**config.mk**
```make
export PLATFORM = sky130hd
export DESIGN_NAME = drg_sweep
export DESIGN_NICKNAME = d
export VERILOG_FILES = /design/src/rtl/drg_pkg.sv /design/src/rtl/drg_step_unit.sv /design/src/rtl/drg_sweep.sv
export SDC_FILE = /design/constraint.sdc
export NUM_CORES = 1
export LEC_CHECK = 0
export ABC_AREA = 1
export CORE_ASPECT_RATIO = 1.5
export CORE_MARGIN = 2
export CORE_UTILIZATION = 23
export CTS_CLUSTER_DIAMETER = 200
export DETAILED_ROUTE_END_ITERATION = 7
export PLACE_DENSITY = 0.43
export REMOVE_ABC_BUFFERS = 1
export SLEW_MARGIN = 10
export SYNTH_ARGS = -nofsm -noshare
export SYNTH_HDL_FRONTEND = slang
export SYNTH_SLANG_ARGS = --single-unit
```
**constraint.sdc**
```tcl
create_clock -name clk -period 13.1 [get_ports clk]
set_input_delay 1.965 -clock clk [delete_from_list [all_inputs] [get_ports clk]]
set_output_delay 1.965 -clock clk [all_outputs]
set_load 0.01 [all_outputs]
```
**src/rtl/drg_pkg.sv**
```systemverilog
// Shared encodings for the digital ramp generator: sweep modes and FSM states.
package drg_pkg;

    typedef enum logic [1:0] {
        MODE_SAW        = 2'd0,
        MODE_TRI        = 2'd1,
        MODE_SINGLE     = 2'd2,
        MODE_SINGLE_TRI = 2'd3
    } mode_e;

    typedef enum logic [1:0] {
        ST_IDLE = 2'd0,
        ST_UP   = 2'd1,
        ST_DOWN = 2'd2
    } state_e;

endpackage

```
**src/rtl/drg_step_unit.sv**
```systemverilog
// Combinational next-value logic for one ramp step; all compares are W+1 bits
// so a step past the top of the W-bit range is seen as "beyond end", never wrapped.
module drg_step_unit
    import drg_pkg::*;
#(
    parameter int W = 32
) (
    input  logic [W-1:0] i_cur,
    input  logic [W-1:0] i_start,
    input  logic [W-1:0] i_end,
    input  logic [W-1:0] i_step,
    input  logic         i_dir,
    input  mode_e        i_mode,
    output logic [W-1:0] o_nxt,
    output logic         o_turn,
    output logic         o_wrap,
    output logic         o_finish
);

    logic [W:0] w_cur_x;
    logic [W:0] w_end_x;
    logic [W:0] w_sum;
    logic [W:0] w_lo;

    assign w_cur_x = {1'b0, i_cur};
    assign w_end_x = {1'b0, i_end};
    assign w_sum   = w_cur_x + {1'b0, i_step};
    assign w_lo    = {1'b0, i_start} + {1'b0, i_step};

    always_comb begin
        o_nxt    = w_sum[W-1:0];
        o_turn   = 1'b0;
        o_wrap   = 1'b0;
        o_finish = 1'b0;
        if (i_dir) begin
            // Descending: land exactly on start rather than stepping below it.
            if (w_cur_x < w_lo) begin
                o_nxt = i_start;
                if (i_mode == MODE_SINGLE_TRI) o_finish = 1'b1;
                else                           o_wrap   = 1'b1;
            end else begin
                o_nxt = i_cur - i_step;
            end
        end else begin
            case (i_mode)
                MODE_SAW: begin
                    if (w_sum > w_end_x) begin
                        o_nxt  = i_start;
                        o_wrap = 1'b1;
                    end
                end
                MODE_SINGLE: begin
                    if (w_sum >= w_end_x) begin
                        o_nxt    = i_end;
                        o_finish = 1'b1;
                    end
                end
                default: begin
                    if (w_sum >= w_end_x) begin
                        o_nxt  = i_end;
                        o_turn = 1'b1;
                    end
                end
            endcase
        end
    end

endmodule

```
**src/rtl/drg_sweep.sv**
```systemverilog
// Digital ramp generator: shadowed sweep parameters, dwell counter and
// IDLE/UP/DOWN sweep FSM feeding the DDS tuning word.
module drg_sweep
    import drg_pkg::*;
#(
    parameter int W  = 32,
    parameter int DW = 16
) (
    input  logic          clk,
    input  logic          rst,
    input  logic          param_write,
    input  logic [W-1:0]  cfg_start,
    input  logic [W-1:0]  cfg_end,
    input  logic [W-1:0]  cfg_step,
    input  logic [DW-1:0] cfg_dwell,
    input  logic [1:0]    cfg_mode,
    input  logic          start,
    input  logic          stop,
    input  logic          tick,
    output logic [W-1:0]  drg_output,
    output logic          out_update,
    output logic          busy,
    output logic          dir,
    output logic          sweep_done,
    output logic          cfg_pending,
    output logic          cfg_err
);

    state_e        r_state, w_state_nx;
    logic [W-1:0]  r_sh_start, r_sh_end, r_sh_step;
    logic [W-1:0]  r_act_start, r_act_end, r_act_step;
    logic [DW-1:0] r_sh_dwell, r_act_dwell, r_dwell_cnt;
    mode_e         r_sh_mode, r_act_mode;
    logic [W-1:0]  r_out;
    logic          r_upd, r_dir, r_done, r_pending, r_err;

    logic          w_busy, w_sh_valid, w_step_due;
    logic          w_launch, w_step, w_commit, w_err_set, w_cnt_inc;
    logic [W-1:0]  w_nxt;
    logic          w_turn, w_wrap, w_finish;

    assign w_busy     = (r_state != ST_IDLE);
    assign w_sh_valid = (r_sh_start < r_sh_end) && (r_sh_step != '0);
    assign w_step_due = w_busy && tick && (r_dwell_cnt == r_act_dwell);

    drg_step_unit #(.W(W)) u_step (
        .i_cur    (r_out),
        .i_start  (r_act_start),
        .i_end    (r_act_end),
        .i_step   (r_act_step),
        .i_dir    (r_dir),
        .i_mode   (r_act_mode),
        .o_nxt    (w_nxt),
        .o_turn   (w_turn),
        .o_wrap   (w_wrap),
        .o_finish (w_finish)
    );

    always_ff @(posedge clk) begin
        if (rst) r_state <= ST_IDLE;
        else     r_state <= w_state_nx;
    end

    // Priority: stop, then start (restart if busy), then a dwell-completing tick.
    always_comb begin
        w_state_nx = r_state;
        w_launch   = 1'b0;
        w_step     = 1'b0;
        w_commit   = 1'b0;
        w_err_set  = 1'b0;
        w_cnt_inc  = 1'b0;
        if (stop) begin
            w_state_nx = ST_IDLE;
        end else if (start) begin
            if (w_sh_valid) begin
                w_launch   = 1'b1;
                w_commit   = 1'b1;
                w_state_nx = ST_UP;
            end else begin
                w_err_set  = 1'b1;
                w_state_nx = ST_IDLE;
            end
        end else if (w_step_due) begin
            w_step   = 1'b1;
            w_commit = w_wrap;
            if (w_finish)    w_state_nx = ST_IDLE;
            else if (w_turn) w_state_nx = ST_DOWN;
            else if (w_wrap) w_state_nx = ST_UP;
        end else if (w_busy && tick) begin
            w_cnt_inc = 1'b1;
        end
    end

    always_ff @(posedge clk) begin
        if (rst) begin
            r_sh_start  <= '0;
            r_sh_end    <= '0;
            r_sh_step   <= '0;
            r_sh_dwell  <= '0;
            r_sh_mode   <= MODE_SAW;
            r_act_start <= '0;
            r_act_end   <= '0;
            r_act_step  <= '0;
            r_act_dwell <= '0;
            r_act_mode  <= MODE_SAW;
            r_dwell_cnt <= '0;
            r_out       <= '0;
            r_upd       <= 1'b0;
            r_dir       <= 1'b0;
            r_done      <= 1'b0;
            r_pending   <= 1'b0;
            r_err       <= 1'b0;
        end else begin
            if (param_write) begin
                r_sh_start <= cfg_start;
                r_sh_end   <= cfg_end;
                r_sh_step  <= cfg_step;
                r_sh_dwell <= cfg_dwell;
                r_sh_mode  <= mode_e'(cfg_mode);
            end
            // Commit sees the pre-write shadow, so a coincident write stays pending.
            if (w_commit) begin
                r_act_start <= r_sh_start;
                r_act_end   <= r_sh_end;
                r_act_step  <= r_sh_step;
                r_act_dwell <= r_sh_dwell;
                r_act_mode  <= r_sh_mode;
            end
            if (param_write)   r_pending <= 1'b1;
            else if (w_commit) r_pending <= 1'b0;

            if (w_err_set)        r_err <= 1'b1;
            else if (param_write) r_err <= 1'b0;

            r_upd  <= w_launch | w_step;
            r_done <= w_step & (w_wrap | w_finish);

            if (w_launch) begin
                r_out       <= r_sh_start;
                r_dir       <= 1'b0;
                r_dwell_cnt <= '0;
            end else if (w_step) begin
                r_out       <= w_nxt;
                r_dwell_cnt <= '0;
                if (w_turn)                r_dir <= 1'b1;
                else if (w_wrap | w_finish) r_dir <= 1'b0;
            end else if (w_cnt_inc) begin
                r_dwell_cnt <= r_dwell_cnt + DW'(1);
            end
        end
    end

    assign drg_output  = r_out;
    assign out_update  = r_upd;
    assign busy        = w_busy;
    assign dir         = r_dir;
    assign sweep_done  = r_done;
    assign cfg_pending = r_pending;
    assign cfg_err     = r_err;

endmodule

```
==> impl_metrics.ini, run 1 <==
[die]
die_h_um = 369
io_pins = 158
initial_core_util = 0.232
rows = 133
die_area_sq_um = 91100
core_area_sq_um = 87700
die_x_um = 247

[cells_and_area]
mostFrequentLayoutCell = nand2_1
n_fill_cell = 9802
final_cell_mix = 492 x nand2_1, 489 x nor2_1, 304 x o21ai_0
diodes = 0
final_layout_size_suffix_gt1_frac = 0.0560
regArea_sq_um = 5670
syn_to_final_growth_pct = 17.8
finalNetCount = 3471
fin_util = 0.274
multi_input_area_sq_um = 12800

[hold_path]
hold_path_class = register to register

[sta]
slew_headroom = 0.245
layout_setup_ws_ns = 5.83
period_share = 0.555
drv_slew = 0
tns_ns = 0
rsz0062_at_grt = no
worst_pin_slew_ns = 1.13
fmax_mhz = 138
finClkSkew_ns = 0.0410
period_needed_ns = 7.27
setup_viol = 0
hold_violations = 0

[routing]
drt_iter0_drc = 1214
vias_per_cell = 4.73
drc = 0
wirelength_mm = 87.2
ant_nets = 0
routedWlPerCell_um = 20.2
drt-pass1-iter-count = 5
via_count = 20500

[power_and_ir_drop]
power-per-cell-area_nw_per_um2 = 138
vdd_ir_drop_max_v = 0.0000840
p_leak_nw = 11.0

[cts]
cts_inserted_buffers = 34
ctsHoldBuffers = 0
insertion_delay_ns = 0.59
cts_tree = done
numClockSinks = 283
h-tree-depth = 2
cts_setup_buffers = 0
cts_max_path_buffers = 3
clkTransAtPathRegs_ns = 0.07
postCtsResizedCells = 0
clock-root-buffer = clkbuf_16

[place]
finalWeightedCongestion = 0.932
hpwl_mm = 68.0
post-place-ws_ns = 5.76
io_buffers = 157

[synthesis]
ys_ff_latch = 283
synth_seq_area_share = 0.278
synth_edf_count = 0
async_flop_share = 0
yosysUniqueCellTypes = 56
yosys_warnings = 0
syn_avg_cell_area_sq_um = 6.60
synth-main-ff-cell = dfxtp_1
syn_area_sq_um = 20400
netlist_instances = 3090

[setup_path]
critPathSlowestCell = buf_4
crit_top_cell = nand2_1
worstPathArrival_ns = 7.76
cp.required_ns = 13.59
start_kind = register
crit_type = register to register
crit_fanout = 58
slowest_delay_ns = 0.82
crit_path_end_kind = register

[global_routing]
busiest_layer = met2
overflow = 0
met1_usage = 0.225
grt_max_degree = 90
use_met2 = 0.345
antenna_found_initial = 1
grt_use_total = 0.190
first_global_vias = 20700
grt_pass1_wl_mm = 131
met3_usage = 0.0193

[job]
cap_violations = 0

[run_status]
status = complete, no violations
-- worst max-delay path: cells and delay by family, from the launching register on --
kind	cells	cell delay (ns)
xor gates and xnor gates	1	0.39
and+or+nand+nor	16	2.14
buffers and inverters	7	2.41
AOI/OAI and AO/OA	3	0.86
DFF	1	0.52
adders and majority gates	2	0.72
-- cell families (layout without fill, tap and decap cells) --
group / count (synthesis) / count (layout) / share of synthesized area
AO/OA/AOI/OAI: 631 / 631 / 0.167
XOR/XNOR: 92 / 92 / 0.0395
adder cells (fa/ha/maj): 193 / 193 / 0.120
buffers and inverters: 466 / 555 / 0.0941
flip-flops: 283 / 283 / 0.278
AND/OR/NAND/NOR: 1425 / 1425 / 0.302
-- synth_stat cells (2+ instances only) --
cell | count | area [sq um]
buf_2 | 41 | 205
nor4_1 | 17 | 106
clkbuf_1 | 89 | 334
nand2_2 | 5 | 31.3
nand2_1 | 493 | 1850
nor2_1 | 490 | 1840
or2_2 | 9 | 56.3
a21boi_0 | 4 | 30.0
o31ai_1 | 2 | 15.0
a21o_1 | 10 | 75.1
nand4_1 | 49 | 307
o21ai_2 | 2 | 17.5
clkinv_1 | 3 | 11.3
o21a_1 | 9 | 67.6
nand3_2 | 6 | 60.1
ha_1 | 190 | 2380
a31o_2 | 2 | 17.5
buf_8 | 6 | 90.1
nand3b_1 | 8 | 60.1
nor2_2 | 55 | 344
o21ai_1 | 26 | 130
nor3_1 | 22 | 110
dfxtp_1 | 283 | 5670
xnor2_1 | 25 | 219
nand3_1 | 258 | 1290
inv_2 | 6 | 22.5
buf_4 | 4 | 30.0
buf_1 | 5 | 18.8
nor3b_1 | 5 | 37.5
a211oi_1 | 3 | 22.5
fa_1 | 3 | 60.1
o21ai_0 | 304 | 1520
o221ai_1 | 3 | 26.3
a21oi_1 | 207 | 1040
o21bai_1 | 16 | 120
inv_1 | 305 | 1140
a21oi_2 | 2 | 17.5
a31oi_1 | 8 | 50.1
xor2_1 | 67 | 587
o211ai_1 | 28 | 210
clkbuf_2 | 2 | 10.0
buf_6 | 4 | 45.0
-- final timing paths --
check             slack (ns)              to  depth (start not counted)      startpoint
setup / recovery        5.83  r_act_start[5]                         29  drg_output[12]
hold / removal          0.45      r_state[0]                          2      r_state[0]
setup reg to reg        5.83  r_act_start[5]                         29  drg_output[12]
hold reg to reg         0.45      r_state[0]                          2      r_state[0]
-- report_power, final --
group / switching, W / internal (W) / total, W / leakage (nW)
combinational: 0.000886 / 0.000414 / 0.00130 / 8.16
clock: 0.000429 / 0.000567 / 0.000996 / 0.553
sequential: 0.0000957 / 0.000926 / 0.00102 / 2.33
-- state kept, by name, summed over array words and instances (netlist names) --
signal and count:
r_state 2, cfg_err 1, r_sh_mode 2, r_act_mode 2, r_act_start 32, r_act_dwell 16
sweep_done 1, drg_output 32, r_sh_dwell 16, r_sh_end 32, out_update 1, r_sh_step 32
r_sh_start 32, cfg_pending 1, dir 1, r_dwell_cnt 16, r_act_end 32, r_act_step 32
-- area by class of cell --
class                      instances  area share
sequential                       283       0.236
inverter                         315      0.0497
multi-input combinational       2341       0.534
tap                             1147      0.0598
clock inverter                    16     0.00928
timing repair buffer             183      0.0734
clock buffer                      41      0.0382
-- routing by layer --
| metal | up-vias | wire, um |
|---|---|---|
| met4 | 0 | 3460 |
| li1 | 10300 | - |
| met1 | 9630 | 37200 |
| met3 | 133 | 2360 |
| met2 | 357 | 44200 |
| met5 | - | 0 |
-- through the flow --
| step | std cells | power [W] | hold slack (ns) | cell area (sq um) |
|---|---|---|---|---|
| 2_1_floorplan | 2939 | 0.00181 | 0.431 | 19700 |
| 3_3_place_gp | 4269 | 0.00234 | 0.450 | 22900 |
| 3_5_place_dp | 4269 | 0.00234 | 0.449 | 22900 |
| 4_1_cts | 4326 | 0.00336 | 0.461 | 24000 |
| 5_1_grt | 4326 | 0.00353 | 0.487 | 24000 |
| 6_report | 4326 | 0.00332 | 0.455 | 24000 |
Note: power is estimated with default switching activity, not from simulation.
==> inputs of run 2 (changes only) <==
PLACE_DENSITY = 0.45   (was 0.43)
clock period = 6.6 ns   (was 13.1 ns; I/O delays follow)
==> run 2 against run 1 <==
Hold slack improved by 0.0077 ns. Count of clock-buffer cells in the layout increased by 5. Sequential power grew 96%. Via count is 0.36% higher. Largest cell class unchanged. Global-route usage decreased by 0.78 points. Critical path type unchanged. Combinational power increased by 110%. Core utilization increased by 0.55 points. Maximum frequency grew 23%. Total power increased by 100%. Design area up 2.0%. Wire length is 4.2% lower. Non-clock buffer count is 43 higher.
==> impl_metrics.ini, run 2 (synthesis results as in run 1) <==
[run_status]
status = complete, no violations

[routing]
routedWlPerCell_um = 19.1
wirelength_mm = 83.6
drt-pass1-iter-count = 5
drt_iter0_drc = 1310
ant_nets = 0
vias_per_cell = 4.70
via_count = 20500
drc = 0

[cts]
insertion_delay_ns = 0.57
clkTransAtPathRegs_ns = 0.06
h-tree-depth = 2
clock-root-buffer = clkbuf_16
numClockSinks = 283
cts_tree = done
cts_max_path_buffers = 3
ctsHoldBuffers = 0
cts_inserted_buffers = 34

[power_and_ir_drop]
p_leak_nw = 11.3
vdd_ir_drop_max_v = 0.000155
power-per-cell-area_nw_per_um2 = 274

[setup_path]
worstPathArrival_ns = 6.35
worstSetupEndpoint = drg_output[2]
crit_path_end_kind = register
cp.required_ns = 7.06
cp-startpoint = r_act_step[0]
slowest_delay_ns = 0.41
critPathSlowestCell = fa_1
crit_top_cell = nand2_1
regToRegSetupSlack_ns = 0.71
reg2reg_depth = 31
crit_fanout = 17
r2r-start = r_act_step[0]
regToRegEndpoint = drg_output[2]
crit_type = register to register
start_kind = register

[cells_and_area]
final_layout_size_suffix_gt1_frac = 0.0692
diodes = 0
n_fill_cell = 9785
syn_to_final_growth_pct = 20.1
mostFrequentLayoutCell = nand2_1
final_cell_mix = 492 x nand2_1, 489 x nor2_1, 303 x inv_1
finalNetCount = 3514
final-instance-count-excl-fill = 4371

[place]
dp.cells = 4312
hpwl_mm = 65.7
io_buffers = 157
post-place-ws_ns = 0.299
finalWeightedCongestion = 0.944

[hold_path]
hold_path_class = register to register

[die]
rows = 133
initial_core_util = 0.232
die_h_um = 369
io_pins = 158
core_area_sq_um = 87700
die_area_sq_um = 91100
die_x_um = 247

[sta]
worst_pin_slew_ns = 1.16
fmax_mhz = 170
finClkSkew_ns = 0.0290
setup_viol = 0
slew_headroom = 0.224
tns_ns = 0
drv_slew = 0
period_share = 0.893
period_needed_ns = 5.89
layout_setup_ws_ns = 0.709
hold_violations = 0
rsz0062_at_grt = no

[job]
cap_violations = 0

[global_routing]
antenna_found_initial = 0
grt_use_total = 0.182
grt_max_degree = 149
first_global_vias = 20500
grt_pass1_wl_mm = 126
overflow = 0
-- run 2: cell type report --
| class | instances | area, sq um | share of cell area |
|---|---|---|---|
| Clock inverter | 13 | 124 | 0.00506 |
| Clock buffer | 46 | 1010 | 0.0411 |
| Multi-Input combinational cell | 2341 | 12800 | 0.523 |
| Sequential cell | 283 | 5670 | 0.231 |
| Inverter | 315 | 1190 | 0.0487 |
| Timing Repair Buffer | 226 | 2260 | 0.0923 |
| Tap cell | 1147 | 1440 | 0.0586 |
-- run 2: per-layer routing --
layer  part of all wire  GRT usage
met3              0.034     0.0210
met1               0.42      0.216
met4              0.040     0.0728
met5                  0          0
met2               0.50      0.328
-- run 2: worst max-delay path: cells and delay by family (launching register included) --
family / cells / cell delay (ns)
compound gates: 9 / 2.01
simple gates: 13 / 1.59
fa+ha+maj: 3 / 0.91
buf+inv: 5 / 0.65
flops: 1 / 0.40
xor+xnor: 1 / 0.20
-- run 2: stage by stage --
step / hold slack [ns] / utilization / power, W / instance area, sq um
after floorplan: 0.431 / - / 0.00359 / 19700
after global placement: 0.453 / 0.266 / 0.00479 / 23400
after detailed placement: 0.454 / 0.266 / 0.00477 / 23400
after CTS: 0.461 / 0.279 / 0.00677 / 24500
after global routing: 0.474 / 0.279 / 0.00713 / 24500
final: 0.462 / 0.279 / 0.00670 / 24500
-- run 2: worst min path at each step --
| stage | start | slack (ns) | to | cells past startpoint |
|---|---|---|---|---|
| floorplan | r_state[0] | 0.43 | r_state[0] | 2 |
| global placement | r_state[0] | 0.45 | r_state[0] | 2 |
| CTS | r_sh_mode[0] | 0.46 | r_act_mode[0] | 2 |
| detailed placement | r_state[1] | 0.45 | r_state[1] | 2 |
| finish | r_state[1] | 0.46 | r_state[1] | 2 |
| global route | r_sh_mode[0] | 0.47 | r_act_mode[0] | 2 |
-- run 2: where the power goes --
part | switching [W] | internal, W
registers | 0.000167 | 0.00184
clock network | 0.000836 | 0.00112
logic | 0.00182 | 0.000925
-- run 2: what timing repair did --
action | 4_1_cts | 5_1_grt
resized for setup | 0 | 2
buffers inserted | 0 | 0
setup endpoints to repair | 0 | 128
